===== src/rtl/vga_pkg.sv =====
// Shared VGA pattern definitions: default geometry, pattern codes and colour constants.
// Colours are packed {r,g,b}, 8 bits per channel.
package vga_pkg;

  localparam int DEF_H_ACTIVE = 640;
  localparam int DEF_V_ACTIVE = 480;

  typedef enum logic [1:0] {
    PAT_SOLID = 2'd0,
    PAT_BARS  = 2'd1,
    PAT_CHECK = 2'd2,
    PAT_BOX   = 2'd3
  } pattern_t;

  typedef struct packed {
    logic [7:0] r;
    logic [7:0] g;
    logic [7:0] b;
  } rgb_t;

  localparam rgb_t COL_WHITE   = 24'hFF_FF_FF;
  localparam rgb_t COL_YELLOW  = 24'hFF_FF_00;
  localparam rgb_t COL_CYAN    = 24'h00_FF_FF;
  localparam rgb_t COL_GREEN   = 24'h00_FF_00;
  localparam rgb_t COL_MAGENTA = 24'hFF_00_FF;
  localparam rgb_t COL_RED     = 24'hFF_00_00;
  localparam rgb_t COL_BLUE    = 24'h00_00_FF;
  localparam rgb_t COL_BLACK   = 24'h00_00_00;

  function automatic rgb_t bar_colour(input logic [2:0] idx);
    rgb_t c;
    case (idx)
      3'd0:    c = COL_WHITE;
      3'd1:    c = COL_YELLOW;
      3'd2:    c = COL_CYAN;
      3'd3:    c = COL_GREEN;
      3'd4:    c = COL_MAGENTA;
      3'd5:    c = COL_RED;
      3'd6:    c = COL_BLUE;
      default: c = COL_BLACK;
    endcase
    return c;
  endfunction

endpackage


===== src/rtl/vga_box_mover.sv =====
// Bouncing-box position: each axis steps by BOX_STEP per frame tick, clamping to
// [0, limit] and reversing direction whenever it reaches or would pass an edge.
module vga_box_mover
  import vga_pkg::*;
#(
  parameter int PW       = 10,
  parameter int BOX_STEP = 2
) (
  input  logic          clk,
  input  logic          rst_n,
  input  logic          frame_tick,
  input  logic [PW-1:0] x_limit,
  input  logic [PW-1:0] y_limit,
  output logic [PW-1:0] box_x,
  output logic [PW-1:0] box_y
);

  logic          dir_x;
  logic          dir_y;
  logic [PW:0]   next_x;
  logic [PW:0]   next_y;

  // Returns {flip, new_pos}; arithmetic is one bit wider so the step never wraps.
  function automatic logic [PW:0] next_axis(input logic [PW-1:0] pos,
                                            input logic          up,
                                            input logic [PW-1:0] lim);
    logic [PW:0] pos_w;
    logic [PW:0] step_w;
    logic [PW:0] res;
    pos_w  = {1'b0, pos};
    step_w = (PW+1)'(BOX_STEP);
    if (up) begin
      if (pos_w + step_w >= {1'b0, lim}) res = {1'b1, lim};
      else                               res = {1'b0, pos + PW'(BOX_STEP)};
    end else begin
      if (pos_w <= step_w) res = {1'b1, {PW{1'b0}}};
      else                 res = {1'b0, pos - PW'(BOX_STEP)};
    end
    return res;
  endfunction

  assign next_x = next_axis(box_x, dir_x, x_limit);
  assign next_y = next_axis(box_y, dir_y, y_limit);

  always_ff @(posedge clk or negedge rst_n) begin
    if (!rst_n) begin
      box_x <= '0;
      box_y <= '0;
      dir_x <= 1'b1;
      dir_y <= 1'b1;
    end else if (frame_tick) begin
      box_x <= next_x[PW-1:0];
      box_y <= next_y[PW-1:0];
      dir_x <= dir_x ^ next_x[PW];
      dir_y <= dir_y ^ next_y[PW];
    end
  end

endmodule


===== src/rtl/vga_pattern_gen.sv =====
// Pixel-colour stage after the VGA sync generator: rebuilds x/y from video_on and
// emits RGB test patterns with syncs delayed to match (2-cycle latency, no stalls).
module vga_pattern_gen
  import vga_pkg::*;
#(
  parameter int H_ACTIVE           = DEF_H_ACTIVE,
  parameter int V_ACTIVE           = DEF_V_ACTIVE,
  parameter int FRAMES_PER_PATTERN = 120,
  parameter int BOX_SIZE           = 32,
  parameter int BOX_STEP           = 2
) (
  input  logic       clk,
  input  logic       rst_n,
  input  logic       hsync_in,
  input  logic       vsync_in,
  input  logic       video_on_in,
  input  logic       auto_cycle,
  input  logic [1:0] pattern_sel,
  output logic       hsync,
  output logic       vsync,
  output logic [7:0] red,
  output logic [7:0] green,
  output logic [7:0] blue,
  output logic       frame_tick
);

  localparam int XW    = $clog2(H_ACTIVE + 1);
  localparam int YW    = $clog2(V_ACTIVE + 1);
  localparam int PW    = (XW > YW) ? XW : YW;
  localparam int BAR_W = H_ACTIVE / 8;
  localparam int BW    = $clog2(BAR_W + 1);
  localparam int FW    = $clog2(FRAMES_PER_PATTERN + 1);

  logic           hs1;
  logic           vs1;
  logic           von1;
  logic [XW-1:0]  x;
  logic [YW-1:0]  y;
  logic [BW-1:0]  bar_cnt;
  logic [2:0]     bar_idx;
  logic [FW-1:0]  frame_cnt;
  pattern_t       pattern;
  logic [PW-1:0]  box_x;
  logic [PW-1:0]  box_y;

  logic           frame_start;
  logic           line_end;
  logic           line_run;
  logic [PW:0]    px;
  logic [PW:0]    py;
  logic [PW:0]    bx_lo;
  logic [PW:0]    by_lo;
  logic           in_box;
  rgb_t           colour;

  assign frame_start = vs1 & ~vsync_in;
  assign line_end    = von1 & ~video_on_in;
  assign line_run    = von1 & video_on_in;

  // Stage 1: registered sync inputs and the frame pulse.
  always_ff @(posedge clk or negedge rst_n) begin
    if (!rst_n) begin
      hs1        <= 1'b1;
      vs1        <= 1'b1;
      von1       <= 1'b0;
      frame_tick <= 1'b0;
    end else begin
      hs1        <= hsync_in;
      vs1        <= vsync_in;
      von1       <= video_on_in;
      frame_tick <= frame_start;
    end
  end

  // x and the bar sub-counter describe the pixel now held in stage 1; a line's
  // first pixel (von1 was low) always lands on 0, which also clears after a line.
  always_ff @(posedge clk or negedge rst_n) begin
    if (!rst_n) begin
      x       <= '0;
      bar_cnt <= '0;
      bar_idx <= '0;
    end else if (line_run) begin
      x <= x + XW'(1);
      if (bar_cnt == BW'(BAR_W - 1)) begin
        bar_cnt <= '0;
        bar_idx <= bar_idx + 3'd1;
      end else begin
        bar_cnt <= bar_cnt + BW'(1);
      end
    end else begin
      x       <= '0;
      bar_cnt <= '0;
      bar_idx <= '0;
    end
  end

  always_ff @(posedge clk or negedge rst_n) begin
    if (!rst_n) begin
      y <= '0;
    end else if (frame_start) begin
      y <= '0;
    end else if (line_end) begin
      y <= y + YW'(1);
    end
  end

  // Pattern only changes at frame start; manual mode holds the dwell counter at 0
  // so re-entering auto mode always gives the first pattern a full dwell.
  always_ff @(posedge clk or negedge rst_n) begin
    if (!rst_n) begin
      pattern   <= PAT_SOLID;
      frame_cnt <= '0;
    end else if (!auto_cycle) begin
      frame_cnt <= '0;
      if (frame_start) pattern <= pattern_t'(pattern_sel);
    end else if (frame_start) begin
      if (frame_cnt == FW'(FRAMES_PER_PATTERN - 1)) begin
        frame_cnt <= '0;
        pattern   <= pattern_t'(pattern + 2'd1);
      end else begin
        frame_cnt <= frame_cnt + FW'(1);
      end
    end
  end

  vga_box_mover #(
    .PW       (PW),
    .BOX_STEP (BOX_STEP)
  ) u_box (
    .clk        (clk),
    .rst_n      (rst_n),
    .frame_tick (frame_start),
    .x_limit    (PW'(H_ACTIVE - BOX_SIZE)),
    .y_limit    (PW'(V_ACTIVE - BOX_SIZE)),
    .box_x      (box_x),
    .box_y      (box_y)
  );

  assign px    = (PW+1)'(x);
  assign py    = (PW+1)'(y);
  assign bx_lo = {1'b0, box_x};
  assign by_lo = {1'b0, box_y};

  always_comb begin
    in_box = (px >= bx_lo) && (px < bx_lo + (PW+1)'(BOX_SIZE)) &&
             (py >= by_lo) && (py < by_lo + (PW+1)'(BOX_SIZE));
  end

  always_comb begin
    colour = COL_BLACK;
    unique case (pattern)
      PAT_SOLID: colour = COL_RED;
      PAT_BARS:  colour = bar_colour(bar_idx);
      PAT_CHECK: colour = (x[5] ^ y[5]) ? COL_BLACK : COL_WHITE;
      PAT_BOX:   colour = in_box ? COL_WHITE : COL_BLUE;
      default:   colour = COL_BLACK;
    endcase
  end

  // Stage 2: colour and delayed syncs; blanking overrides every pattern.
  always_ff @(posedge clk or negedge rst_n) begin
    if (!rst_n) begin
      hsync <= 1'b1;
      vsync <= 1'b1;
      red   <= '0;
      green <= '0;
      blue  <= '0;
    end else begin
      hsync <= hs1;
      vsync <= vs1;
      if (von1) begin
        red   <= colour.r;
        green <= colour.g;
        blue  <= colour.b;
      end else begin
        red   <= '0;
        green <= '0;
        blue  <= '0;
      end
    end
  end

endmodule


===== config.mk =====
export PLATFORM = sky130hd
export DESIGN_NAME = vga_pattern_gen
export DESIGN_NICKNAME = d
export VERILOG_FILES = /design/src/rtl/vga_pkg.sv /design/src/rtl/vga_box_mover.sv /design/src/rtl/vga_pattern_gen.sv
export SDC_FILE = /design/constraint.sdc
export NUM_CORES = 1
export LEC_CHECK = 0
export BUFFER_PORTS_ARGS = -buffer_cell sky130_fd_sc_hd__buf_2
export CAP_MARGIN = 5
export CORE_MARGIN = 1
export CORE_UTILIZATION = 40
export CTS_CLUSTER_DIAMETER = 100
export DETAILED_ROUTE_END_ITERATION = 8
export GPL_TIMING_DRIVEN = 0
export SYNTH_ARGS = -nofsm -noshare
export SYNTH_HDL_FRONTEND = slang
export SYNTH_SLANG_ARGS = --single-unit

===== constraint.sdc =====
create_clock -name clk -period 2.75 [get_ports clk]
set_input_delay 0.55 -clock clk [delete_from_list [all_inputs] [get_ports clk]]
set_output_delay 0.55 -clock clk [all_outputs]
set_load 0.03 [all_outputs]

-- After elaboration in Yosys (flattened, before gate mapping)
Cells that the tools add are included.
W data, S select, Z words.
- register bits after elaboration: 90
- input port bits: 8
- output and inout port bits: 27
- word-level logic and storage cells: 97
- add/sub/neg operators: 14
- order comparisons: 8
- equality and inequality tests: 14
- mux-type cells: 27
- bitwise operators: 8
- reductions and logical operators: 7
- operator list (kind ; count):
    $pmux W24 S7 ; 1
    $pmux W24 S4 ; 1
    $mux W11 ; 6
    $mux W24 ; 2
    $mux W7 ; 5
    $mux W8 ; 3
    $add A10 B2 Y11 const B ; 2
    $add A10 B6 Y11 const B ; 2
    $add A10 B2 Y10 const B ; 2
    $le A10 B2 Y1 const B ; 2
    $sub A10 B2 Y10 const B ; 2
    $mux W9 ; 2
    $add A7 B1 Y7 const B ; 2
    $eq A7 B7 Y1 const B ; 2
    $ge A11 B10 Y1 const B ; 1
    $ge A11 B9 Y1 const B ; 1
    $lt A10 B11 Y1 ; 1
    $lt A9 B11 Y1 ; 1
    $add A10 B1 Y10 const B ; 1
    $ge A10 B10 Y1 ; 1
    $ge A9 B10 Y1 ; 1
    $mux W10 ; 1
    $add A9 B1 Y9 const B ; 1
    $eq A3 B3 Y1 const B ; 3
    17 further kinds ; 32

-- Longest topological paths before layout
- word-level depth: 8
- mapped depth: 11
- gate-level depth less buffers: 10

-- Cells and area by module
A second synthesis with hierarchy kept.
- cells, all modules: 679
- area total of the unflattened synthesis: 5706.7 um2
- modules (own cells, without submodules) (module ; times used ; cells an instance ; area an instance (um2) ; sequential area each (um2)):
    vga_pattern_gen ; 1 ; 350 ; 3211.8 ; 1181.1
    vga_box_mover ; 1 ; 329 ; 2494.9 ; 553.0

-- Worst setup path before layout
No wires, ideal clock.
- path type: reg-to-reg
- start point: register u_box.box_x[5]
- end point: register red[6]
- library setup time: 0.088 ns
- data arrival time: 2.241 ns
- data required time: 2.662 ns
- setup slack: 0.421 ns
- stages on the path, launching flop included: 10
- path buffers: 0
- clock period less this slack: 2.329 ns
- cell sequence: dfrtp_1 ha_1 nand3_1 xnor2_1 ha_1 nor2b_1 o21ai_0 nand3b_1 or4_1 a41oi_1
- word-level cells in the longest chain between the ends: 8
- elaborated cells between the ends (all ways): 9
- classes of those cells: add/sub (1); order compare (2); mux (3); reduce/logical (3)
- ends and longest elaborated chain (item ; line ; text):
    from (decl) ; vga_box_mover.sv:14 ; output logic [PW-1:0] box_x,
    from (signal assigned) ; vga_box_mover.sv:52 ; box_x <= next_x[PW-1:0];
    $add A10 B6 Y11 ; vga_pattern_gen.sv:145 ; in_box = (px >= bx_lo) && (px < bx_lo + (PW+1)'(BOX_SIZE)) &&
    $lt A10 B11 Y1 ; vga_pattern_gen.sv:145 ;
    $logic_and A1 B1 Y1 * (2 in a row) ; vga_pattern_gen.sv:145 ;
    $logic_and A1 B1 Y1 * ; vga_pattern_gen.sv:146 ; (py >= by_lo) && (py < by_lo + (PW+1)'(BOX_SIZE));
    $mux W24 * ; vga_pattern_gen.sv:155 ; PAT_BOX: colour = in_box ? COL_WHITE : COL_BLUE;
    $pmux W24 S4 * ; vga_pattern_gen.sv:151 ; unique case (pattern)
    $mux W8 * ; vga_pattern_gen.sv:171 ; if (von1) begin
    to (signal assigned) ; vga_pattern_gen.sv:172 ; red <= colour.r;
    to (decl) ; vga_pattern_gen.sv:21 ; output logic [7:0] red,
Every way passes the cells marked *; elsewhere a longest branch is shown, timed or not.
A chain may end at the register's enable or synchronous reset.

-- Worst setup path after layout
- start point: register u_box.box_y[5]
- end point: register red[6]
- word-level cells in the longest chain between the ends: 6
- elaborated cells between the ends (all ways): 8
- classes of those cells: add/sub (1); order compare (2); mux (3); reduce/logical (2)
- ends and longest elaborated chain (item ; line ; text):
    from (decl) ; vga_box_mover.sv:15 ; output logic [PW-1:0] box_y
    from (signal assigned) ; vga_box_mover.sv:53 ; box_y <= next_y[PW-1:0];
    $add A10 B6 Y11 or $ge A9 B10 Y1 (tied branches) ; vga_pattern_gen.sv:146 ;
    $lt A9 B11 Y1 or $logic_and A1 B1 Y1 (tied branches) ; vga_pattern_gen.sv:146, vga_pattern_gen.sv:145 ;
    $logic_and A1 B1 Y1 * ; vga_pattern_gen.sv:146 ;
    $mux W24 * ; vga_pattern_gen.sv:155 ;
    $pmux W24 S4 * ; vga_pattern_gen.sv:151 ;
    $mux W8 * ; vga_pattern_gen.sv:171 ;
Marked as above.

==> reports/metrics.csv <==
stage,metric,value,unit
drt,vias,4357,
sta,slew_violations,0,
global_routing,grt_use_total,20.6,%
critical_path,cp.required,3000,ps
synth,synth.distinct_cells,73,
drt,final_antenna_net_count,0,
layout,stdcell_area,5700,µm²
placed_design,pre_cts_ws,-71.5,ps
power_and_ir_drop,leakagePower,2.55,nW
placed_design,numPlacedInstances,774,
power_and_ir_drop,intPower,2.63,mW
drt,vias_per_cell,5.49,
power_and_ir_drop,p_sw,1.96,mW
run_status,status,completed,
die,start_util,41.1,%
synth,ys_seq_area_share,33.9,%
critical_path,crit_arrival,2810,ps
global_routing,grt_pass1_wl,20800,µm
power_and_ir_drop,seqPwrFrac,29.8,%
clock_tree,cts_tree,built,
sta,fin_crit,2550,ps
drt,wire_per_inst,15.6,µm
layout,drive_above_1_share,18.9,%
placed_design,placed_area,5350,µm²
drt,first_pass_iters,5,
synth,synth_warnings,0,
critical_path,cp-end-kind,flip-flop,
synth,avgSynthCellArea,8.68,µm²
power_and_ir_drop,p_clk_share,26.6,%
clock_tree,hold_buffers,0,
layout,diodes,0,
sta,finalSetupViolations,0,
sta,finalHoldViolations,0,
global_routing,grt.overflow.total,0,
sta,clock_skew,6.90,ps
die,io_pins,35,
drt,drt_drc_violations_left,0,
layout,syn_to_final_growth,14.9,%
synth,synth-main-ff-cell,dfrtp_1,
sta,setup_ws,196,ps
layout,fin_cells,793,
placed_design,hpwl,8820,µm
critical_path,crit_type,flip-flop to flip-flop,
synth,synth_edf_count,0,
power_and_ir_drop,p_comb_share,43.6,%
hold_path,hold_path.class,input pin to flip-flop,
layout,fin_util,47.3,%
placed_design,port_buffers,34,
critical_path,path_max_fanout,10,
sta,clock.fmax,0.392,GHz
clock_tree,root_buffer,clkbuf_16,
sta,rsz0062_at_grt,no,
clock_tree,clock_sinks,67,
synth,async_flop_share,100,%
job,cap_viol_max_count,0,
die,rows,40,
global_routing,grt_antenna_before_repair,0,
die,die_h,113,µm
global_routing,grt_max_degree,68,
sta,worst_pin_slew,860,ps
power_and_ir_drop,switching_share,42.8,%
power_and_ir_drop,power.density,805,nW/µm²
clock_tree,path_clk_slew,60,ps
drt,drt-initial-drc-count,332,
clock_tree,htreeDepth,3,
layout,fin_nets,677,
power_and_ir_drop,ir_drop,0.000315,V
global_routing,grt_pass1_vias,4219,
placed_design,routabilityCongestion,0.869,
synth,syn_area,4960,µm²
die,die_area,12900,µm²
synth,netlist_instances,572,
sta,holdWs,300,ps
die,core_area,12100,µm²
sta,slew_headroom,42.7,%
sta,post-route-period-util,92.9,%
clock_tree,numCtsBuffers,9,
synth,synth-seq-cells,67,
die,die_w,113,µm
drt,totalWireLength,12400,µm
clock_tree,cts_buffer_depth,2,
critical_path,cp-start-kind,flip-flop,
synth,syn-num-nets,629,
clock_tree,clk_latency,340,ps
layout,fill_cells,1184,
timing repair:
action,CTS,global route
gates cloned,0,0
pin swaps,0,0
setup buffers,0,6
setup endpoints to repair,2,2
gates resized for setup,1,7
routing by layer:
layer / share of wire [%] / up-vias / track usage, % / wire length, µm
li1: - / 2127 / - / -
met1: 47 / 2101 / 27.0 / 5810
met2: 47 / 103 / 32.8 / 5790
met3: 3.9 / 26 / 4.20 / 486
met4: 2.5 / 0 / 9.65 / 306
met5: 0 / - / 0 / 0
layout make-up:
cell class / count / area [µm²] / area share [%]
tap: 168 / 210 / 3.69
clock inverter: 7 / 82.6 / 1.45
clock buffer: 9 / 225 / 3.95
timing repair buffer: 40 / 215 / 3.77
buffer: 43 / 263 / 4.61
sequential: 67 / 1690 / 29.6
multi-input combinational: 422 / 2870 / 50.4
inverter: 37 / 143 / 2.50
flip-flops by register name (all words and copies together), names as in the netlist, 2 cells and up:
| name | cells |
|---|---|
| pattern | 2 |
| bar_idx | 3 |
| frame_cnt | 7 |
| y | 9 |
| u_box.box_y | 9 |
| x | 10 |
| bar_cnt | 7 |
| u_box.box_x | 9 |
final timing paths:
check	startpoint	to	slack, ps	cells after the start
min reg2reg	hs1	hsync	360	0
min	hsync_in	hs1	300	1
min in group asynchronous	rst_n	u_box.box_y[5]	330	1
max	u_box.box_y[5]	red[6]	200	11
max in group asynchronous	rst_n	u_box.box_x[6]	1830	1
max reg2reg	u_box.box_y[5]	red[6]	200	11
synth_stat cells (2+ instances only):
cell type	n	area, µm²
and3_1	11	68.8
dfrtp_1	61	1530
nor4_2	2	25.0
nand4_1	11	68.8
nor3_1	13	65.1
nand2b_1	4	25.0
nand2_1	40	150
o21a_1	2	15.0
xor2_1	12	105
dfstp_2	6	158
inv_1	36	135
o211ai_1	5	37.5
or3_1	12	75.1
buf_1	2	7.51
xnor2_1	16	140
o21ai_1	2	10.0
ha_1	49	613
buf_2	6	30.0
o31ai_1	8	60.1
nand3_1	34	170
mux2i_1	5	50.1
a31oi_1	10	62.6
nor2b_1	6	37.5
clkbuf_1	14	52.6
o21ai_0	36	180
o22ai_1	3	18.8
a22oi_1	2	15.0
and4_1	2	17.5
a211oi_1	3	22.5
a41oi_1	2	17.5
buf_4	23	173
nor2_1	46	173
o32ai_1	2	17.5
a22o_1	5	43.8
a21oi_1	40	200
o221ai_1	2	17.5
a311oi_1	2	17.5
o41ai_2	2	32.5
layout by cell type, fill, tap and decap left out, types with 3 or more instances in the layout:
| cell | netlist | routed |
|---|---|---|
| ha_1 | 49 | 48 |
| and3_1 | 11 | 11 |
| o211ai_1 | 5 | 5 |
| inv_6 | 0 | 3 |
| clkinvlp_4 | 0 | 3 |
| o21ai_1 | 2 | 3 |
| dfrtp_2 | 0 | 4 |
| a31oi_1 | 10 | 9 |
| xor2_1 | 12 | 12 |
| clkbuf_1 | 14 | 12 |
| or3_1 | 12 | 12 |
| nand4_1 | 11 | 11 |
| clkbuf_16 | 0 | 9 |
| o22ai_1 | 3 | 3 |
| nor2b_1 | 6 | 6 |
| dfrtp_1 | 61 | 57 |
| nand2_1 | 40 | 40 |
| inv_1 | 36 | 36 |
| nor3_1 | 13 | 13 |
| dfstp_2 | 6 | 6 |
| nand3_1 | 34 | 34 |
| nand2b_1 | 4 | 4 |
| xnor2_1 | 16 | 16 |
| mux2i_1 | 5 | 5 |
| nor2_1 | 46 | 46 |
| o21ai_0 | 36 | 35 |
| a22o_1 | 5 | 5 |
| a21oi_1 | 40 | 40 |
| buf_2 | 6 | 39 |
| o31ai_1 | 8 | 8 |
| buf_4 | 23 | 29 |
| a211oi_1 | 3 | 3 |
stage by stage:
| step | total power [mW] | setup TNS (ps) |
|---|---|---|
| detailed placement | 3.33 | -71.5 |
| finish | 4.59 | 0 |
| floorplan | 2.81 | 0 |
| global placement | 3.29 | -23.0 |
| CTS | 4.57 | 0 |
| global route | 4.90 | 0 |
power by group through the flow:
| stage | combinational [mW] | clock [mW] | sequential (mW) |
|---|---|---|---|
| after floorplan | 1.49 | 0 | 1.32 |
| after global placement | 1.94 | 0 | 1.35 |
| after detailed placement | 1.97 | 0 | 1.35 |
| after CTS | 1.96 | 1.25 | 1.35 |
| after global routing | 2.21 | 1.30 | 1.39 |
| final | 2.00 | 1.22 | 1.37 |
kinds of logic (layout without fill, tap and decap cells):
group                    count (synthesis)  count (layout)  share of synthesized area (%)
adder cells (fa/ha/maj)                 50              50                           12.6
AO/OA/AOI/OAI                          142             142                           18.7
XOR/XNOR                                28              28                           4.94
multiplexers                             6               6                           1.24
AND/OR/NAND/NOR                        196             196                           20.3
flip-flops                              67              67                           33.9
buffers and inverters                   83             136                           8.32
critical path, stage by stage, from the launching register on:
cell and delay [ps]:
dfrtp_1 400, buf_6 160, inv_1 90, ha_1 280, inv_1 40, ha_1 180
a211oi_1 210, nand2_1 100, a31oi_2 220, o2bb2ai_1 90, or4_1 450, a41oi_1 240
No activity file was read; power rests on OpenSTA's default activity.
